--- config.mk ---
export PLATFORM = sky130hd
export DESIGN_NAME = draw_scheduler
export DESIGN_NICKNAME = d
export VERILOG_FILES = /design/src/rtl/draw_sched_pkg.sv /design/src/rtl/draw_rr_pick.sv /design/src/rtl/draw_scheduler.sv
export SDC_FILE = /design/constraint.sdc
export NUM_CORES = 1
export LEC_CHECK = 0
export BUFFER_PORTS_ARGS = -buffer_cell sky130_fd_sc_hd__buf_2
export CAP_MARGIN = 40
export CORE_MARGIN = 4
export CORE_UTILIZATION = 45
export DETAILED_ROUTE_END_ITERATION = 8
export PLACE_DENSITY = 0.85
export REMOVE_ABC_BUFFERS = 1
export SYNTH_ARGS = -nofsm -noshare
export SYNTH_HDL_FRONTEND = slang
export SYNTH_SLANG_ARGS = --single-unit
--- constraint.sdc ---
create_clock -name clk -period 2.95 [get_ports clk]
set_input_delay 0 -clock clk [delete_from_list [all_inputs] [get_ports clk]]
set_output_delay 0 -clock clk [all_outputs]
set_load 0.01 [all_outputs]
--- src/rtl/draw_sched_pkg.sv ---
// Shared types and default geometry for the draw scheduler and the
// wall/player controllers that feed it.
package draw_sched_pkg;

  typedef enum logic [1:0] {
    ST_IDLE  = 2'b00,
    ST_LATCH = 2'b01,
    ST_DRAW  = 2'b11,
    ST_DONE  = 2'b10
  } draw_state_e;

  localparam int DEF_N_REQ = 4;
  localparam int DEF_BOX_W = 8;
  localparam int DEF_BOX_H = 8;
  localparam int DEF_X_W   = 8;
  localparam int DEF_Y_W   = 7;
  localparam int DEF_C_W   = 3;

endpackage

--- src/rtl/draw_rr_pick.sv ---
// Combinational round-robin selector: first set req bit at or above ptr,
// wrapping modulo N_REQ.
module draw_rr_pick #(
  parameter int N_REQ = 4,
  parameter int PTR_W = $clog2(N_REQ)
) (
  input  logic [N_REQ-1:0] req,
  input  logic [PTR_W-1:0] ptr,
  output logic [N_REQ-1:0] pick,
  output logic [PTR_W-1:0] idx,
  output logic             any
);

  int               j;
  logic [PTR_W-1:0] jj;

  // Scan farthest offset first so the nearest requester at or after ptr wins.
  always_comb begin
    pick = '0;
    idx  = '0;
    any  = |req;
    j    = 0;
    jj   = '0;
    for (int k = N_REQ - 1; k >= 0; k--) begin
      j = int'(ptr) + k;
      if (j >= N_REQ) j = j - N_REQ;
      jj = PTR_W'(j);
      if (req[jj]) begin
        pick     = '0;
        pick[jj] = 1'b1;
        idx      = jj;
      end
    end
  end

endmodule

--- src/rtl/draw_scheduler.sv ---
// Arbitrates the single VGA write port among box-drawing requesters and
// sweeps one fixed-size box per grant, one pixel per cycle.
module draw_scheduler
  import draw_sched_pkg::*;
#(
  parameter int N_REQ = DEF_N_REQ,
  parameter int BOX_W = DEF_BOX_W,
  parameter int BOX_H = DEF_BOX_H,
  parameter int X_W   = DEF_X_W,
  parameter int Y_W   = DEF_Y_W,
  parameter int C_W   = DEF_C_W
) (
  input  logic                 clk,
  input  logic                 resetn,
  input  logic [N_REQ-1:0]     req,
  input  logic [N_REQ*X_W-1:0] req_x,
  input  logic [N_REQ*Y_W-1:0] req_y,
  input  logic [N_REQ*C_W-1:0] req_colour,
  output logic [N_REQ-1:0]     grant,
  output logic [N_REQ-1:0]     done,
  output logic                 busy,
  output logic [X_W-1:0]       vga_x,
  output logic [Y_W-1:0]       vga_y,
  output logic [C_W-1:0]       vga_colour,
  output logic                 vga_plot
);

  localparam int PTR_W = $clog2(N_REQ);
  localparam int CX_W  = (BOX_W > 1) ? $clog2(BOX_W) : 1;
  localparam int CY_W  = (BOX_H > 1) ? $clog2(BOX_H) : 1;
  localparam logic [CX_W-1:0]  CX_LAST  = CX_W'(BOX_W - 1);
  localparam logic [CY_W-1:0]  CY_LAST  = CY_W'(BOX_H - 1);
  localparam logic [PTR_W-1:0] PTR_LAST = PTR_W'(N_REQ - 1);

  draw_state_e      state_q, state_d;
  logic [PTR_W-1:0] ptr_q, ptr_d;
  logic [PTR_W-1:0] win_q, win_d;
  logic [N_REQ-1:0] grant_q, grant_d;
  logic [X_W-1:0]   base_x_q, base_x_d;
  logic [Y_W-1:0]   base_y_q, base_y_d;
  logic [C_W-1:0]   colour_q, colour_d;
  logic [CX_W-1:0]  cx_q, cx_d;
  logic [CY_W-1:0]  cy_q, cy_d;

  logic [N_REQ-1:0] pick;
  logic [PTR_W-1:0] pick_idx;
  logic             pick_any;

  draw_rr_pick #(
    .N_REQ(N_REQ),
    .PTR_W(PTR_W)
  ) u_pick (
    .req (req),
    .ptr (ptr_q),
    .pick(pick),
    .idx (pick_idx),
    .any (pick_any)
  );

  always_comb begin
    state_d  = state_q;
    ptr_d    = ptr_q;
    win_d    = win_q;
    grant_d  = grant_q;
    base_x_d = base_x_q;
    base_y_d = base_y_q;
    colour_d = colour_q;
    cx_d     = cx_q;
    cy_d     = cy_q;
    case (state_q)
      ST_IDLE: begin
        if (pick_any) begin
          win_d   = pick_idx;
          grant_d = pick;
          state_d = ST_LATCH;
        end
      end
      ST_LATCH: begin
        // Requester fields are sampled only here; later changes are ignored.
        base_x_d = req_x[win_q*X_W +: X_W];
        base_y_d = req_y[win_q*Y_W +: Y_W];
        colour_d = req_colour[win_q*C_W +: C_W];
        cx_d     = '0;
        cy_d     = '0;
        state_d  = ST_DRAW;
      end
      ST_DRAW: begin
        if (cx_q == CX_LAST) begin
          cx_d = '0;
          if (cy_q == CY_LAST) state_d = ST_DONE;
          else                 cy_d    = cy_q + 1'b1;
        end else begin
          cx_d = cx_q + 1'b1;
        end
      end
      ST_DONE: begin
        ptr_d   = (win_q == PTR_LAST) ? '0 : win_q + 1'b1;
        grant_d = '0;
        state_d = ST_IDLE;
      end
      default: state_d = ST_IDLE;
    endcase
  end

  always_ff @(posedge clk) begin
    if (!resetn) begin
      state_q  <= ST_IDLE;
      ptr_q    <= '0;
      win_q    <= '0;
      grant_q  <= '0;
      base_x_q <= '0;
      base_y_q <= '0;
      colour_q <= '0;
      cx_q     <= '0;
      cy_q     <= '0;
    end else begin
      state_q  <= state_d;
      ptr_q    <= ptr_d;
      win_q    <= win_d;
      grant_q  <= grant_d;
      base_x_q <= base_x_d;
      base_y_q <= base_y_d;
      colour_q <= colour_d;
      cx_q     <= cx_d;
      cy_q     <= cy_d;
    end
  end

  // Outputs decode registered state only; coordinates wrap at the screen edge.
  assign grant      = grant_q;
  assign done       = (state_q == ST_DONE) ? grant_q : '0;
  assign busy       = (state_q != ST_IDLE);
  assign vga_plot   = (state_q == ST_DRAW);
  assign vga_x      = base_x_q + X_W'(cx_q);
  assign vga_y      = base_y_q + Y_W'(cy_q);
  assign vga_colour = colour_q;

endmodule
### Yosys cells after proc, flatten, opt, wreduce, memory -nomap -nowiden

Cells that the tools add are included.

| storage, ports and cells | value |
|---|---|
| register bits after elaboration | 34 |
| bits of input ports | 78 |
| output and inout bits | 28 |
| word-level logic and storage cells | 102 |

| operators by class | value |
|---|---|
| add/subtract/negate cells | 12 |
| $mul | 2 |
| magnitude comparators | 12 |
| eq/ne operators | 10 |
| shift-type cells | 3 |
| multiplexer cells | 41 |
| reduce and logical (&&, ||, !) cells | 13 |

Operators by type and width:

| operator | number |
|---|---|
| indexed part select 32 x 6 -> 8 bit | 1 |
| indexed part select 28 x 6 -> 7 bit | 1 |
| two-way mux 2 bit | 12 |
| two-way mux 4 bit | 6 |
| less-than comparator 2 x 3 -> 1 bit (second input constant) | 4 |
| case mux 3 bit (2 select lines) | 2 |
| indexed part select 12 x 5 -> 3 bit | 1 |
| greater-or-equal comparator 3 bit (second input constant) | 3 |
| two-way mux 3 bit | 3 |
| adder 8 x 3 -> 8 bit | 1 |
| binary-select mux 1 bit (select 2 bit) | 4 |
| demux 1 bit (select 2 bit) | 4 |
| greater-or-equal comparator 2 x 1 -> 1 bit (second input constant) | 4 |
| two-way mux 1 bit | 8 |
| case mux 2 bit (4 select lines) | 1 |
| case mux 4 bit (2 select lines) | 1 |
| subtractor 2 x 1 -> 2 bit (second input constant) | 4 |
| adder 7 x 3 -> 7 bit | 1 |
| adder 2 x 2 -> 3 bit (second input constant) | 2 |
| adder 3 x 1 -> 3 bit (second input constant) | 2 |
| == test 2 bit (second input constant) | 3 |
| == test 3 bit (second input constant) | 2 |
| AND reduction 3 bit | 2 |
| nonzero test 2 bit | 3 |
| other kinds (12) | 18 |

### Depth between registers and ports, before layout

| depth | value |
|---|---|
| depth in word-level cells | 13 |
| mapped depth | 9 |
| mapped depth without buffers | 7 |

### By module

A second synthesis with hierarchy kept.

| unflattened totals | value |
|---|---|
| cells, all modules | 247 |
| area total of the unflattened synthesis | 2,636.3 um^2 |

By module, submodules not included:

| module | instances | cells an instance | area an instance (um^2) | seq. area each (um^2) |
|---|---|---|---|---|
| draw_scheduler | 1 | 181 | 2,094.5 | 680.7 |
| draw_rr_pick | 1 | 66 | 541.8 | 0.0 |

### Worst setup path after synthesis

OpenSTA, ideal clock, no wires.

| timing | value |
|---|---|
| path type | register -> register |
| start | register ptr_q[0] |
| end | register grant_q[0] (netlist: grant[0]) |
| library setup time | 124 ps |
| arrival | 1,965 ps |
| setup slack | 862 ps |
| cell stages (with the launch flop) | 9 |
| cells stage by stage | dfxtp_1 -> inv_1 -> ha_1 -> buf_6 -> mux2i_1 -> mux2i_2 -> a211oi_2 -> a221oi_1 -> o21ai_1 |

| between the ends | value |
|---|---|
| longest elaborated chain between the ends | 13 |
| elaborated cells between the ends (all ways) | 49 |
| classes of those cells | 7 x add/sub; 12 x order compare; 26 x mux; 4 x reduce/logical |

Ends and longest elaborated chain:

| element | line | source |
|---|---|---|
| start: declaration | draw_scheduler.sv:36 | `logic [PTR_W-1:0] ptr_q, ptr_d;` |
| start signal: assignment | draw_scheduler.sv:118 | `ptr_q <= ptr_d;` |
| adder 2 x 2 -> 3 bit | draw_rr_pick.sv:25 | `j = int'(ptr) + k;` |
| greater-or-equal comparator 3 bit / subtractor 2 x 1 -> 2 bit (equally long branches) | draw_rr_pick.sv:26 | `if (j >= N_REQ) j = j - N_REQ;` |
| two-way mux 2 bit | draw_rr_pick.sv:26 |  |
| less-than comparator 2 x 3 -> 1 bit (implied by the code) / greater-or-equal comparator 2 x 1 -> 1 bit (equally long branches) | draw_rr_pick.sv:30 | `pick[jj] = 1'b1;` |
| logical AND 1 bit (implied by the code) | draw_rr_pick.sv:30 |  |
| two-way mux 1 bit (implied by the code) | draw_rr_pick.sv:30 |  |
| demux 1 bit (select 2 bit) | - |  |
| two-way mux 4 bit (3 in series) | draw_rr_pick.sv:28 | `if (req[jj]) begin` |
| two-way mux 4 bit * | draw_rr_pick.sv:28 |  |
| two-way mux 4 bit * | draw_scheduler.sv:72 | `if (pick_any) begin` |
| case mux 4 bit (2 select lines) * | draw_scheduler.sv:70 | `case (state_q)` |
| end signal: assignment | draw_scheduler.sv:120 | `grant_q <= grant_d;` |
| end: declaration | draw_scheduler.sv:38 | `logic [N_REQ-1:0] grant_q, grant_d;` |

Every way passes the cells marked *; elsewhere a longest branch is shown, timed or not. The select of a mux whose other input is x is not followed.
A chain may end at the register's enable or synchronous reset.

### Worst setup path after layout

| timing | value |
|---|---|
| start | register ptr_q[1] |
| end | register grant_q[1] (netlist: grant[1]) |

Same word-level chain as after synthesis.

==> results.md <==
- The sort of element at the end of the critical path is a flop.
- Across the VDD grid, the largest voltage drop is 0.217 mV.
- TritonCTS created 5 clock buffers.
- The final net count is 480.
- In this run the static leakage power is 1.57 nW.
- The number of cells traversed by the worst register-to-register path is 7.
- Before antenna repair, the detailed router went through 4 iterations.
- The critical path goes through inv_1 -> ha_1 -> mux2i_1 -> mux2i_2 -> a211oi_2 -> a221oi_1 -> o21ai_1.
- The clock slew seen by the registers of the worst setup and hold paths is 0.07 ns.
- The category of the worst setup path launch point is a flop.
- The area after detailed placement is 3100 µm².
- The leftover overflow at the end of global routing is 0.
- The first global-routing pass estimated 11.0 mm of wire.
- The worst path needs 2.58 ns of the cycle, external delays included.
- The die covers 6950 µm².
- The post-detailed-route DRC marker count is 0.
- The flow ran to the end, and the final reports show no timing, DRC or antenna violations.
- The number of clock sinks is 34.
- The detailed router's first-iteration violation count is 123.
- The number of enable-type register cells in the synthesized netlist is 0.
- The initial antenna violation count is 0.
- Clock skew on the completed layout was measured at 0.00975 ns.
- The transition at the pin with the smallest max-transition slack is 0.677 ns.
- The count of nets left with antenna violations once routing finished came out at 0.
- Once the clock tree was built, the setup fixing pass inserted 0 buffers.
- The biggest area contributor in the post-synthesis netlist is sky130_fd_sc_hd__dfxtp_1.
- The setup slack after layout is 0.373 ns.
- The startpoint of the most critical register-to-register path is ptr_q[1]$_SDFFE_PN0P_.
- Counting both buffers and inverters, the worst setup path holds a total of 1.
- The share of the Yosys chip area taken by registers is 0.266.
- The number of hold buffers added after CTS was 1.
- The number of buffers on the longest clock path is 2.
- The horizontal extent of the die is 83.4 µm.
- The combinational power share is 0.250.
- The sum of routed wire length over all layers is 6.54 mm.
- The final HPWL from detailed placement is 5.15 mm.
- After synthesis, the most frequently instantiated cells are sky130_fd_sc_hd__nand2_1, sky130_fd_sc_hd__dfxtp_1, sky130_fd_sc_hd__a21oi_1, sky130_fd_sc_hd__ha_1.
- The maximum level of the CTS H-tree is 2.
- From synthesis to final layout, the design area changed by 27.7%.
- The share of layout cells above drive strength 1 is 0.377.
- The switching share of power is 0.270.
- The final estimated routing congestion in global placement is 0.803.
- Counting distinct cell types in the post-synthesis netlist gives 43.
- The finished cells cover 3270 µm².
- The power density over cell area is 423 nW/µm².
- Setup repair after global routing left no endpoint under its margin.
- The most instantiated library cell after synthesis is sky130_fd_sc_hd__nand2_1.
- The utilization after layout is 0.593.
- The commonest register cell after synthesis is sky130_fd_sc_hd__dfxtp_1.
- The root buffer cell is sky130_fd_sc_hd__clkbuf_8.
- The share of synthesized area in the top cell type comes to 0.266.
- Prior to clock tree synthesis, the placed netlist has a worst setup slack of 0.414 ns.
- The filler-free cell count of the finished design is 454.
- The die boundary height is 83.4 µm.
- In this run the number of cells on the critical path is 7.
- The hold violation count in the final report is 0.
- For hold timing, the worst endpoint is vga_colour[2]$_SDFFE_PN0N_.
- TritonCTS built the clock tree.
- The post-detailed-route via-to-cell ratio is 5.32.
- The worst hold path class is input pin to flop.
- The average cell area after synthesis is 9.04 µm².
- The flop and latch count out of synthesis is 34.
- Entering global routing, the biggest net connects 32 pins.
- The core outline area is 5510 µm².
- The worst reg2reg path endpoint is grant[1]$_SDFFE_PN0P_.
- The maximum clock frequency is 388 MHz.
- Summing over every cut layer, the via total after detailed routing is 2415.
- The initial utilization of the core area, before any placement, comes to 0.464.
- The average wire per cell in the routed design is 14.4 µm.
- The total number of placement rows is 27.
- The final sum of negative setup slack is 0 ns.
- The share of total power dissipated in sequential elements is 0.381.
- In this run the most critical hold path is launched from req_colour[8].
- Clock latency on the worst-skew pair, taken at its later pin, is 0.29 ns.
- The via count of the first global-routing pass is 2450.
- In this design, the stage delay of the slowest critical-path cell is 0.66 ns.
- Data on the critical path is required at its endpoint by 3.16 ns.
- The internal power component is 1.01 mW.
- Post-CTS repair changed the size of 0 cells.
- The total number of yosys warnings is 0.
- Across all register-to-register paths, the minimum setup slack is 0.37 ns.
- The largest fanout of any net on the critical path is 14.
- In this run the tool buffered the top-level ports with 105 buffer cells.
- The count of pins over their slew limit is 0.
- The number of max-cap violations is 0.
- Setup violations remaining at the end of the flow were counted as 0.
- By area the synthesized netlist is led by sky130_fd_sc_hd__dfxtp_1, sky130_fd_sc_hd__mux4_2, sky130_fd_sc_hd__ha_1.
- Synthesis produced a netlist whose cell count is 283.
- The antenna diode count is 0.
- The gate family responsible for the most delay along the worst path is flip-flops.
- The number of placed instances, taps included, is 444.
- The fraction of registers with async set/reset is 0.
- Counting instances, the worst hold path has a depth of 4.
- The type of the worst setup path is flop to flop.
- The cell area after synthesis is 2560 µm².
- In the finished design, the share of the clock period the worst path needs comes to 0.874.
- STA puts the critical path data arrival time at 2.79 ns.
- For this design the top-level I/O count stands at 106.
- The headroom to the max-slew limit is 0.548.
- The clock network power share is 0.369.
- The switching power of the nets is 0.374 mW.
- The total track usage is 0.191.
- Among all stages on the critical path, the largest delay is contributed by sky130_fd_sc_hd__dfxtp_1.
==> power groups by stage <==
stage	sequential [mW]	clock, mW	combinational (mW)
2_1_floorplan	0.546	0	0.199
3_3_place_gp	0.544	0	0.324
3_5_place_dp	0.547	0	0.334
4_1_cts	0.536	0.516	0.336
5_1_grt	0.533	0.535	0.386
6_report	0.526	0.511	0.346
==> logic make-up (layout without fill, tap and decap cells) <==
| logic type | after synthesis | after routing | synth area share |
|---|---|---|---|
| and+or+nand+nor | 99 | 99 | 0.177 |
| AOI/OAI and AO/OA | 62 | 62 | 0.150 |
| DFF | 34 | 34 | 0.266 |
| muxes | 30 | 30 | 0.209 |
| buffers and inverters | 26 | 125 | 0.0509 |
| adders and majority gates | 21 | 21 | 0.109 |
| xor gates and xnor gates | 11 | 11 | 0.0377 |
==> per-stage QoR <==
step                      hold slack, ns  power (mW)
after detailed placement           0.250       0.881
after global routing               0.196        1.45
after global placement             0.248       0.868
after floorplan                    0.127       0.745
after CTS                          0.180        1.39
final                              0.183        1.38
==> placed cells by master, fill, tap and decap left out, drive strengths merged, types with 4 or more instances in the layout <==
cell type	n
ha	19
a221oi	4
nand2	51
mux2i	10
nor2	18
a21o	7
dfxtp	34
mux4	18
xnor2	5
a21oi	32
buf	109
xor2	6
nor3	4
inv	7
and2	6
clkbuf	5
o21ai	11
==> per-layer routing <==
metal  track usage  routed length, µm
met5             0                  0
met1         0.217               2650
met4        0.0609                 99
met3        0.0357                284
met2         0.356               3500
==> how the worst max path moves through the flow <==
stage / start / to / slack [ns]
floorplan: ptr_q[0]$_SDFFE_PN0P_ / grant[0]$_SDFFE_PN0P_ / 0.63
global placement: ptr_q[1]$_SDFFE_PN0P_ / grant[3]$_SDFFE_PN0P_ / 0.54
detailed placement: ptr_q[1]$_SDFFE_PN0P_ / grant[0]$_SDFFE_PN0P_ / 0.41
CTS: ptr_q[1]$_SDFFE_PN0P_ / grant[0]$_SDFFE_PN0P_ / 0.37
global route: ptr_q[1]$_SDFFE_PN0P_ / grant[2]$_SDFFE_PN0P_ / 0.14
finish: ptr_q[1]$_SDFFE_PN0P_ / grant[1]$_SDFFE_PN0P_ / 0.37
==> area by class of cell <==
| class | instances | area, µm² |
|---|---|---|
| clock buffers | 5 | 68.8 |
| clock inverters | 3 | 68.8 |
| fillers | 501 | 2240 |
| inverters | 7 | 26.3 |
| multi-input cells | 223 | 1750 |
| flip-flops and latches | 34 | 681 |
| well taps | 72 | 90.1 |
| repair buffers | 110 | 586 |
==> registers in the layout (all words and copies together) (netlist names) <==
signal / cells
cx_q: 3
base_y_q: 7
cy_q: 3
base_x_q: 8
ptr_q: 2
vga_colour: 3
grant: 4
state_q: 2
win_q: 2
==> worst reg2reg max path: stages, from the launching register on <==
cell and delay (ns):
sky130_fd_sc_hd__dfxtp_1 0.66, sky130_fd_sc_hd__inv_1 0.22, sky130_fd_sc_hd__ha_1 0.53, sky130_fd_sc_hd__mux2i_1 0.30
sky130_fd_sc_hd__mux2i_2 0.16, sky130_fd_sc_hd__a211oi_2 0.34, sky130_fd_sc_hd__a221oi_1 0.15, sky130_fd_sc_hd__o21ai_1 0.15
Note: power is estimated with default switching activity, not from simulation.
